--- config.mk ---
export PLATFORM = sky130hd
export DESIGN_NAME = weighted_input_sum
export DESIGN_NICKNAME = d
export VERILOG_FILES = /design/src/rtl/weighted_input_sum.sv
export SDC_FILE = /design/constraint.sdc
export NUM_CORES = 1
export LEC_CHECK = 0
export BUFFER_PORTS_ARGS = -buffer_cell sky130_fd_sc_hd__buf_4
export CELL_PAD_IN_SITES_DETAIL_PLACEMENT = 0
export CELL_PAD_IN_SITES_GLOBAL_PLACEMENT = 1
export CORE_MARGIN = 2
export CORE_UTILIZATION = 50
export CTS_CLUSTER_SIZE = 10
export DETAILED_ROUTE_END_ITERATION = 10
export PLACE_DENSITY = 0.79
export SLEW_MARGIN = 0
export SYNTH_ARGS = -nofsm -noshare
export SYNTH_HDL_FRONTEND = slang
export SYNTH_SLANG_ARGS = --single-unit
--- constraint.sdc ---
create_clock -name clk -period 3.8 [get_ports clk]
set_input_delay 0.38 -clock clk [delete_from_list [all_inputs] [get_ports clk]]
set_output_delay 0.38 -clock clk [all_outputs]
set_load 0.03 [all_outputs]
--- src/rtl/weighted_input_sum.sv ---
// Synaptic front end of the LIF neuron: a shift-loaded bank of signed weights and a
// sequential, per-step saturating accumulator over the active input spikes.
module weighted_input_sum #(
    parameter int n_stage  = 6,
    parameter int n_inputs = 8
) (
    input  logic                      clk,
    input  logic                      rst_n,
    input  logic                      weight_load,
    input  logic signed [n_stage+1:0] weight_in,
    input  logic                      start,
    input  logic [n_inputs-1:0]       x,
    output logic                      busy,
    output logic                      sum_valid,
    output logic signed [n_stage+1:0] sum_wx
);

    localparam int W  = n_stage + 2;
    localparam int IW = (n_inputs > 1) ? $clog2(n_inputs) : 1;
    localparam logic [IW-1:0]       LAST_IDX = IW'(n_inputs - 1);
    localparam logic signed [W-1:0] MAX_V    = {1'b0, {(W-1){1'b1}}};
    localparam logic signed [W-1:0] MIN_V    = {1'b1, {(W-1){1'b0}}};

    typedef enum logic {
        S_IDLE,
        S_ACCUM
    } state_t;

    state_t state_q, state_d;

    logic signed [W-1:0] weight [n_inputs];
    logic [n_inputs-1:0] x_lat;
    logic [IW-1:0]       idx;
    logic signed [W-1:0] acc;
    logic signed [W-1:0] term;
    logic signed [W-1:0] acc_next;
    logic                load_ok;
    logic                start_ok;
    logic                last_step;

    // One guard bit is enough: a sign mismatch between the top two bits means overflow.
    function automatic logic signed [W-1:0] sat_add(input logic signed [W-1:0] a,
                                                    input logic signed [W-1:0] b);
        logic signed [W:0] s;
        s = $signed({a[W-1], a}) + $signed({b[W-1], b});
        if (s[W] == s[W-1])
            return s[W-1:0];
        else if (s[W])
            return MIN_V;
        else
            return MAX_V;
    endfunction

    always_comb begin
        state_d   = state_q;
        load_ok   = 1'b0;
        start_ok  = 1'b0;
        last_step = 1'b0;
        case (state_q)
            S_IDLE: begin
                load_ok  = weight_load;
                start_ok = start && !weight_load;
                if (start_ok)
                    state_d = S_ACCUM;
            end
            S_ACCUM: begin
                last_step = (idx == LAST_IDX);
                if (last_step)
                    state_d = S_IDLE;
            end
            default: state_d = S_IDLE;
        endcase
    end

    always_ff @(posedge clk or negedge rst_n) begin
        if (!rst_n)
            state_q <= S_IDLE;
        else
            state_q <= state_d;
    end

    assign busy = (state_q == S_ACCUM);

    // Weight bank shifts toward index 0, so the first loaded value ends in weight[0].
    always_ff @(posedge clk or negedge rst_n) begin
        if (!rst_n) begin
            for (int i = 0; i < n_inputs; i++)
                weight[i] <= '0;
        end else if (load_ok) begin
            for (int i = 0; i < n_inputs - 1; i++)
                weight[i] <= weight[i+1];
            weight[n_inputs-1] <= weight_in;
        end
    end

    assign term     = x_lat[idx] ? weight[idx] : '0;
    assign acc_next = sat_add(acc, term);

    always_ff @(posedge clk or negedge rst_n) begin
        if (!rst_n) begin
            x_lat     <= '0;
            idx       <= '0;
            acc       <= '0;
            sum_wx    <= '0;
            sum_valid <= 1'b0;
        end else begin
            sum_valid <= 1'b0;
            if (start_ok) begin
                x_lat <= x;
                idx   <= '0;
                acc   <= '0;
            end else if (state_q == S_ACCUM) begin
                acc <= acc_next;
                idx <= idx + IW'(1);
                if (last_step) begin
                    sum_wx    <= acc_next;
                    sum_valid <= 1'b1;
                end
            end
        end
    end

endmodule

==> results.md, run 1 <==
* CTS sink cnt at 93
* Status: completed
* Vias at 2842
* Worst Path Required at 4.02 ns
* Nets at 404
* DRT Wirelength at 8050 µm
* Cell Area, Placed at 4950 µm²
* TritonRoute pass-1 iters at 4
* Synth Register Bits at 93
* DP Wirelength at 5450 µm
* Vias in the first global route at 2868
* H-tree depth at 3
* Drc violations at 0
* Die area at around 10000 µm²
* Num CTS Buffers at 9
* IO Pins at 30
* # fillers at approximately 750
* Die X at 100 µm
* Top cell type's share of synthesized area at 0.505
* Share of layout cells above drive strength 1 at 0.405
* FF/Latch Area at around 2300 µm²
* Max cap viols at 0
* Unrepaired setup endpoints after global routing: false
* Worst-path maximum fanout at 25
* Setup Fix Bufs, Post-CTS at 0
* Synth warn at 0
* Initial core utilization at 0.506
* Worst R2R Start: idx[0]$_DFFE_PN0P_
* Synth cell types at 47
* GRT Util Overall at 0.178
* TNS Setup at 0 ns
* Seq/Total Area, Yosys at 0.505
* Class of the worst hold path: in -> async
* Fmax at ~290 MHz
* CTS-repair resized insts at 0
* Area growth syn-to-layout at 12.9%
* Largest net degree at the start of global routing at 81
* Setup slack, reg-to-reg at 0.33 ns
* First-pass GRT wire length at 14100 µm
* Post-Syn Area at 4610 µm²
* Vias/cell at around 5.8
* CP startpoint kind: register
* Post-CTS Hold Buffers at 0
* Multi-input gate area at 2150 µm²
* # port buffers at 29
* Final setup fails at 0
* CTS tree: yes
* Pins Over Slew Limit at 0
* Mean routed wirelength per cell at 16.5 µm
* Core box area at 9110 µm²
* Iteration-0 DRC Markers at 140
* Final Hold Vio Count at 0
* Row cnt at 35
* Design area at between 5000 and 6000 µm²
* Commonest non-fill, non-tap cell in the layout: dfrtp_1
* Number of diodes at 0
* Actual slew at the worst max-slew pin at 1.02 ns
* Syn Nets at 376
* Worst Reg2Reg Path Length in Cells at 11
* Data arrival, critical path at 3.69 ns
* Antenna Nets Post-Route at 0
* Clk Latency, worst-skew pair at between 0.3 and 0.4 ns
* Final clock skew at 0.0128 ns
* Met2 routed wirelength at around 3800 µm
* Area leader, netlist: dfrtp_1
* Max_slew headroom at 0.322
* Initial antenna violation count at 0
* Ranking of synthesized cells by area: dfrtp_1 50%, mux2_2 18%, mux4_2 8.8%
* CTS root buf: clkbuf_8
* Clock transition at the registers of the reported paths at 0.09 ns
* End of the worst register-to-register path: acc[1]$_DFFE_PN0P_
* Placer congestion estimate at 0.790
* CP Capture Type: register
* Top layer used by detailed routing: met4
* Syn Inst Count at 345
* Chip height at 100 µm
* Mean Syn Cell Area at 13.4 µm²
* Final period utilization at 0.913
* Detailed route wirelength on metal3 at 201 µm
* Max Root-Sink Buffers at 2
* Post-Route M1 WL at 3950 µm
* Final min period at approximately 3.5 ns
* CP Class: reg -> reg
* Commonest cells after routing, fill and taps aside: 93 x dfrtp_1, 72 x mux2_2, 40 x buf_4, 18 x mux4_2, 15 x nand2_1
* GR Overflow Total at 0
## worst max-delay path by stage
stage                             startpoint                    end  slack, ns  cells after the start
after floorplan           idx[0]$_DFFE_PN0P_  sum_wx[3]$_DFFE_PN0P_       0.30                     14
after global placement    idx[0]$_DFFE_PN0P_     acc[1]$_DFFE_PN0P_       0.23                     11
after detailed placement  idx[0]$_DFFE_PN0P_     acc[1]$_DFFE_PN0P_       0.17                     11
after CTS                 idx[0]$_DFFE_PN0P_     acc[1]$_DFFE_PN0P_       0.14                     11
after global routing      idx[0]$_DFFE_PN0P_     acc[1]$_DFFE_PN0P_      0.003                     11
final                     idx[0]$_DFFE_PN0P_     acc[1]$_DFFE_PN0P_       0.33                     11
## cell type report
type,count,share of cell area
sequential,93,0.447
multi-input combinational,220,0.413
timing repair buffer,40,0.0577
tap,111,0.0267
clock buffer,10,0.0264
clock inverter,6,0.0228
inverter,9,0.00649
## state kept, by name, indices dropped and copies added, names as in the netlist
register and count:
weight 64, acc 8, sum_wx 8, x_lat 8, idx 3, busy 1, sum_valid 1
## kinds of logic (layout without fill, tap and decap cells)
logic type | count (synthesis) | in the layout | synth area share
buf+inv | 32 | 65 | 0.0315
flops | 93 | 93 | 0.505
mux | 98 | 98 | 0.281
fa+ha+maj | 11 | 11 | 0.0315
simple gates | 60 | 60 | 0.0689
compound gates | 49 | 49 | 0.0787
xor+xnor | 2 | 2 | 0.00380
## metrics by stage
| step | util | setup slack, ns | cells | hold WS [ns] |
|---|---|---|---|---|
| finish | 0.572 | 0.329 | 489 | 0.161 |
| CTS | 0.571 | 0.141 | 489 | 0.216 |
| detailed placement | 0.543 | 0.173 | 473 | 0.469 |
| floorplan | - | 0.303 | 345 | 0.0844 |
| global route | 0.572 | 0.00278 | 489 | 0.238 |
| global placement | 0.543 | 0.228 | 473 | 0.461 |
## per-layer routing
| metal | vias up | GRT usage |
|---|---|---|
| met5 | - | 0 |
| met4 | 0 | 0.0643 |
| met3 | 8 | 0.0313 |
| met2 | 42 | 0.272 |
| met1 | 1431 | 0.257 |
| li1 | 1361 | - |
## cells in the mapped netlist (all sizes together)
master    n
dfrtp    93
mux2     72
mux4     18
nand2    15
o21ai    14
clkbuf   13
nor2     13
buf      10
ha       10
inv       8
mux2i     8
nand4     8
nand3     7
a22oi     6
a32oi     5
a211oi    3
a21o      3
nand2b    3
nor2b     3
nor3b     3
o311ai    3
o31ai     3
a2111oi   2
a21oi     2
a22o      2
and3      2
and3b     2
o221ai    2
a311oi    1
a31oi     1
clkinv    1
fa        1
nor4b     1
o2111ai   1
o22a      1
or2       1
or4       1
or4b      1
xnor2     1
xor2      1
## worst max-delay path, cell delays in order (launching register included)
cell and delay, ns:
dfrtp_1 0.49, buf_4 0.27, mux4_2 0.51, mux2i_1 0.18, nor2_1 0.06, ha_1 0.38, a21o_1 0.20, a2111oi_0 0.51
a22oi_2 0.10, buf_4 0.23, nand4_1 0.23, o311ai_0 0.16
Power of run 1 is left out: the tool's default activity adds up to more than one toggle a clock period on the data nets, which glitch-free logic cannot reach.
==> run 2: changes to the inputs <==
- ABC_AREA: default -> 1
- CORE_UTILIZATION: 50 -> 46
- PLACE_DENSITY: 0.79 -> 0.86
==> results.md, run 2 <==
* CTS tree: yes (unchanged)
* Setup Fix Bufs, Post-CTS at 0 (unchanged)
* Setup slack, reg-to-reg at 0.64 ns (was 0.33 ns)
* Fmax at 317 MHz (was 288 MHz)
* Die area at 10800 µm² (was 10000 µm²)
* Share of layout cells above drive strength 1 at 0.179 (was 0.405)
* Synth cell types at 25 (was 47)
* H-tree depth at 3 (unchanged)
* Max reg flops at 64 (unchanged)
* Final setup fails at 0 (unchanged)
* CTS sink cnt at 93 (unchanged)
* Critical path's slowest cell: dfrtp_1 (was mux4_2)
* Seq/Total Area, Yosys at 0.506 (was 0.505)
* Max_slew headroom at 0.346 (was 0.322)
* Syn Inst Count at 537 (was 345)
* Worst Path Required at 4.06 ns (was 4.02 ns)
* Max Root-Sink Buffers at 2 (unchanged)
* First-pass GRT wire length at 15900 µm (was 14100 µm)
* Final clock skew at 0.0138 ns (was 0.0128 ns)
* TNS Setup at 0 ns (unchanged)
* DRT Wirelength at 9250 µm (was 8050 µm)
* Drc violations at 0 (unchanged)
* GR Overflow Total at 0 (unchanged)
* Vias/cell at 5.04 (was 5.81)
* Placer congestion estimate at 0.816 (was 0.790)
* Largest register by flop count: weight (unchanged)
* Unrepaired setup endpoints after global routing: false (unchanged)
* Most used cell, CP: nand2_1 (was buf_4)
* Peak per-stage delay on the critical path at 0.40 ns (was 0.51 ns)
* CP Launch Point: idx[0]$_DFFE_PN0P_ (unchanged)
* IO Pins at 30 (unchanged)
* Status: completed (unchanged)
* Vias in the first global route at 3352 (was 2868)
* Die X at 104 µm (was 100 µm)
* Mean routed wirelength per cell at 13.3 µm (was 16.5 µm)
* Initial core utilization at 0.473 (was 0.506)
* Final min period at 3.16 ns (was 3.47 ns)
* Row cnt at 36 (was 35)
* Commonest cells after routing, fill and taps aside: 110 x nand2_1, 93 x dfrtp_1, 78 x o21ai_0, 67 x a21oi_1, 58 x inv_1 (was 93 x dfrtp_1, 72 x mux2_2, 40 x buf_4, 18 x mux4_2, 15 x nand2_1)
* CTS root buf: clkbuf_8 (unchanged)
* Pins Over Slew Limit at 0 (unchanged)
* End of the worst register-to-register path: acc[0]$_DFFE_PN0P_ (was acc[1]$_DFFE_PN0P_)
* CTS-repair resized insts at 0 (unchanged)
* Mean Syn Cell Area at 8.56 µm² (was 13.4 µm²)
* Synth Register Bits at 93 (unchanged)
* Post-CTS Hold Buffers at 0 (unchanged)
* Worst-path maximum fanout at 29 (was 25)
* Synth cell count leaders: 111 x nand2_1, 93 x dfrtp_1, 78 x o21ai_0 (was 93 x dfrtp_1, 72 x mux2_2, 18 x mux4_2)
* Num CTS Buffers at 9 (unchanged)
* Synth warn at 0 (unchanged)
* # port buffers at 29 (unchanged)
* Async set-reset flop share out of synthesis at 1.00 (unchanged)
* GRT Util Overall at 0.182 (was 0.178)
* Nets at 589 (was 404)
* Top cell type's share of synthesized area at 0.506 (was 0.505)
* Area growth syn-to-layout at 11.2% (was 12.9%)
* TritonRoute pass-1 iters at 5 (was 4)
* Antenna Nets Post-Route at 0 (unchanged)
* Count leader, synth: nand2_1 (was dfrtp_1)
* Final period utilization at 0.831 (was 0.913)
* Chip height at 104 µm (was 100 µm)
* Initial antenna violation count at 0 (unchanged)
* Data arrival, critical path at 3.42 ns (was 3.69 ns)
* Largest net degree at the start of global routing at 104 (was 81)
* Post-Syn Area at 4600 µm² (was 4610 µm²)
* Max cap viols at 0 (unchanged)
* Worst R2R Start: idx[0]$_DFFE_PN0P_ (unchanged)
* Class of the worst hold path: in -> async (unchanged)
* CP Capture Type: register (unchanged)
* EDFF count, synth at 0 (unchanged)
* DP Wirelength at 6200 µm (was 5450 µm)
* CP Class: reg -> reg (unchanged)
* Clock transition at the registers of the reported paths at 0.10 ns (was 0.09 ns)
* CP Capture Point: acc[0]$_DFFE_PN0P_ (was acc[1]$_DFFE_PN0P_)
* Final design utilization at 0.526 (was 0.572)
* Final Hold Vio Count at 0 (unchanged)
* Actual slew at the worst max-slew pin at 0.981 ns (was 1.02 ns)
* Syn Nets at 568 (was 376)
* Vias at 3506 (was 2842)
* Ranking of synthesized cells by area: dfrtp_1 51%, nand2_1 9.1%, o21ai_0 8.5% (was dfrtp_1 50%, mux2_2 18%, mux4_2 8.8%)
* Number of diodes at 0 (unchanged)
* CP startpoint kind: register (unchanged)
* Area leader, netlist: dfrtp_1 (unchanged)
* Critical path cell sequence: inv_2, o21ai_0, o22ai_1, nand2_1, nand2_1, o21ai_0, inv_1, ha_1, inv_1, fa_1, inv_1, nand2_1, nand2_1, nand3_1, nand2_1, nand2_2, nand2_4, nand2_4, nand2_2, nand2_2, nand2_1, nand2_1 (was buf_4, mux4_2, mux2i_1, nor2_1, ha_1, a21o_1, a2111oi_0, a22oi_2, buf_4, nand4_1, o311ai_0)
* Commonest non-fill, non-tap cell in the layout: nand2_1 (was dfrtp_1)
* Clk Latency, worst-skew pair at 0.37 ns (was 0.36 ns)
* Iteration-0 DRC Markers at 218 (was 140)
* Worst Reg2Reg Path Length in Cells at 22 (was 11)
* Top_reg_cell synth: dfrtp_1 (unchanged)
* Core box area at 9730 µm² (was 9110 µm²)
## run 2: logic make-up after synthesis
family                     after synthesis  share of synthesized area
muxes                                   24                     0.0588
xor gates and xnor gates                 3                    0.00572
AOI/OAI and AO/OA                      149                      0.163
adders and majority gates               11                     0.0316
and+or+nand+nor                        168                      0.158
buffers and inverters                   89                     0.0773
DFF                                     93                      0.506
## run 2: how the worst min path moves through the flow
stage,end,slack (ns),cells after the start,startpoint
floorplan,acc[0]$_DFFE_PN0P_,0.08,0,rst_n
global placement,weight[57]$_DFFE_PN0P_,0.46,2,weight[57]$_DFFE_PN0P_
detailed placement,weight[57]$_DFFE_PN0P_,0.47,2,weight[57]$_DFFE_PN0P_
CTS,sum_wx[3]$_DFFE_PN0P_,0.20,1,rst_n
global route,weight[2]$_DFFE_PN0P_,0.22,2,weight_in[2]
finish,sum_wx[4]$_DFFE_PN0P_,0.14,1,rst_n
## run 2: area by class of cell
type                            count  area (µm²)
Fill cell                         941        4610
Inverter                           64         243
Tap cell                          133         166
Multi-Input combinational cell    355        1920
Clock inverter                      7        68.8
Sequential cell                    93        2330
Timing Repair Buffer               35         263
Clock buffer                        9         124
## run 2: stage by stage
step | cells | area (µm²) | hold slack, ns | worst slack [ns]
final | 696 | 5110 | 0.138 | 0.644
after global placement | 680 | 4920 | 0.463 | 0.652
after detailed placement | 680 | 4920 | 0.469 | 0.627
after CTS | 696 | 5110 | 0.197 | 0.606
after global routing | 696 | 5110 | 0.220 | 0.261
after floorplan | 537 | 4600 | 0.0844 | 1.14
## run 2: worst max-delay path, delay by kind of cell, from the launching register on
kind / cells / cell delay, ns
AOI/OAI and AO/OA: 3 / 0.45
DFF: 1 / 0.40
buffers and inverters: 4 / 0.56
adders and majority gates: 2 / 0.55
and+or+nand+nor: 13 / 1.09
## run 2: per-layer routing
layer / track usage / vias to the layer above / part of all wire
li1: - / 1777 / -
met2: 0.308 / 63 / 0.48
met1: 0.238 / 1654 / 0.48
met4: 0.0569 / 0 / 0.016
met5: 0 / - / 0
met3: 0.0326 / 12 / 0.028
Power of run 2 is left out for the same reason.
==> run 3: changes to the inputs <==
- CORE_UTILIZATION: 46 -> 42
- PLACE_DENSITY: 0.86 -> 0.83
- clock period: 3.8 -> 2.9 ns (I/O delays scaled with it)
==> results.md, run 3 (synthesized netlist as in run 2, its figures left out) <==
* Commonest non-fill, non-tap cell in the layout: nand2_1 (unchanged)
* Setup slack, reg-to-reg at 0.15 ns (was 0.64 ns)
* Largest register by flop count: weight (unchanged)
* Actual slew at the worst max-slew pin at 0.973 ns (was 0.981 ns)
* Fmax at 363 MHz (was 317 MHz)
* GRT Util Overall at 0.188 (was 0.182)
* Max_slew headroom at 0.351 (was 0.346)
* Vias in the first global route at 3575 (was 3352)
* Pins Over Slew Limit at 0 (unchanged)
* Commonest cells after routing, fill and taps aside: 106 x nand2_1, 91 x dfrtp_1, 70 x o21ai_0, 61 x a21oi_1, 56 x inv_1 (was 110 x nand2_1, 93 x dfrtp_1, 78 x o21ai_0, 67 x a21oi_1, 58 x inv_1)
* Initial antenna violation count at 0 (unchanged)
* Initial core utilization at 0.428 (was 0.473)
* Final setup fails at 0 (unchanged)
* Max reg flops at 64 (unchanged)
* # fillers at 1059 (was 941)
* Antenna Nets Post-Route at 0 (unchanged)
* CTS sink cnt at 93 (unchanged)
* Core box area at 10700 µm² (was 9730 µm²)
* Worst Path Required at 3.15 ns (was 4.06 ns)
* Clk Latency, worst-skew pair at 0.36 ns (was 0.37 ns)
* CTS tree: yes (unchanged)
* Die X at 109 µm (was 104 µm)
* DP Wirelength at 7010 µm (was 6200 µm)
* H-tree depth at 3 (unchanged)
* CP Class: reg -> reg (unchanged)
* Vias at 3623 (was 3506)
* TritonRoute pass-1 iters at 4 (was 5)
* First-pass GRT wire length at 17200 µm (was 15900 µm)
* Max cap viols at 0 (unchanged)
* Final period utilization at 0.949 (was 0.831)
* Final Hold Vio Count at 0 (unchanged)
* Placer congestion estimate at 0.776 (was 0.816)
* Num CTS Buffers at 9 (unchanged)
* IO Pins at 30 (unchanged)
* CP Capture Type: register (unchanged)
* Status: completed (unchanged)
* Drc violations at 0 (unchanged)
* Worst-path maximum fanout at 7 (was 29)
* Clock transition at the registers of the reported paths at 0.09 ns (was 0.10 ns)
* Die area at 11800 µm² (was 10800 µm²)
* Mean routed wirelength per cell at 13.9 µm (was 13.3 µm)
* Final design utilization at 0.510 (was 0.526)
* Data arrival, critical path at 3.01 ns (was 3.42 ns)
* DRT Wirelength at 9990 µm (was 9250 µm)
* Chip height at 109 µm (was 104 µm)
* Max Root-Sink Buffers at 2 (unchanged)
* Number of diodes at 0 (unchanged)
* Vias/cell at 5.02 (was 5.04)
* Final min period at 2.75 ns (was 3.16 ns)
* Row cnt at 38 (was 36)
* CTS root buf: clkbuf_8 (unchanged)
* Area growth syn-to-layout at 19.3% (was 11.2%)
* Nets at 607 (was 589)
* GR Overflow Total at 0 (unchanged)
* Largest net degree at the start of global routing at 59 (was 104)
* Class of the worst hold path: in -> reg (was in -> async)
* Iteration-0 DRC Markers at 253 (was 218)
* # port buffers at 29 (unchanged)
* Share of layout cells above drive strength 1 at 0.243 (was 0.179)
* Final clock skew at 0.0122 ns (was 0.0138 ns)
* CP startpoint kind: register (unchanged)
-- run 3: changes by cell type in the layout (fill, tap and decap cells not counted), sizes merged --
cell / delta
buf: +17
clkbuf: +4
inv: -3
bufinv: +1
clkinv: -1
clkinvlp: -1
dlygate4sd3: +1
-- run 3: path summary, 6_finish.rpt --
kind,cells after the start,end,startpoint
setup / recovery,18,sum_wx[1]$_DFFE_PN0P_,idx[0]$_DFFE_PN0P_
hold / removal,2,weight[3]$_DFFE_PN0P_,weight_in[3]
setup reg to reg,18,sum_wx[1]$_DFFE_PN0P_,idx[0]$_DFFE_PN0P_
hold reg to reg,2,weight[48]$_DFFE_PN0P_,weight[48]$_DFFE_PN0P_
max in group asynchronous,3,idx[1]$_DFFE_PN0P_,rst_n
min in group asynchronous,2,acc[6]$_DFFE_PN0P_,rst_n
-- run 3: metrics by stage --
stage / setup TNS (ns) / cell area (µm²) / setup WS (ns) / hold slack (ns) / std cells
final: 0 / 5490 / 0.148 / 0.156 / 721
after global routing: -0.00505 / 5490 / -0.00505 / 0.133 / 721
after CTS: 0 / 5300 / 0.0770 / 0.138 / 716
after global placement: 0 / 5080 / 0.180 / 0.330 / 699
after floorplan: 0 / 4600 / 0.239 / -0.00559 / 537
after detailed placement: 0 / 5080 / 0.0917 / 0.343 / 699
-- run 3: cell type report --
class	instances	area, µm²	share of cell area
sequential	93	2330	0.425
multi-input combinational	355	2040	0.372
timing repair buffer	53	489	0.0892
clock buffer	13	159	0.0290
tap	140	175	0.0319
clock inverter	3	43.8	0.00798
inverter	64	250	0.0456
-- run 3: timing repair --
item | CTS | global route
setup endpoints to repair | 0 | 16
resized for setup | 0 | 47
hold buffers | 1 | 0
buffers inserted | 0 | 5
endpoints found under the hold margin | 43 | 0
-- run 3: layer usage --
metal  global-route usage  vias to the layer above  part of all wire
met2                0.313                       48              0.49
met4               0.0714                        0             0.016
met1                0.249                     1749              0.48
met5                    0                        -                 0
li1                     -                     1814                 -
met3               0.0287                       12             0.022
-- run 3: worst max-delay path, stage by stage, from the launching register on --
cell	delay [ns]
dfrtp_2	0.49
buf_6	0.16
o21ai_2	0.12
o22ai_1	0.10
nand2_1	0.07
nand2_1	0.07
buf_4	0.17
o21ai_0	0.08
inv_1	0.08
ha_1	0.33
or2_1	0.27
nand3_2	0.10
nand3_1	0.12
nand2_4	0.13
nand2_4	0.10
nand2_2	0.07
nand2_2	0.05
nand2_1	0.07
nand2_1	0.07
Power of run 3 is left out for the same reason.
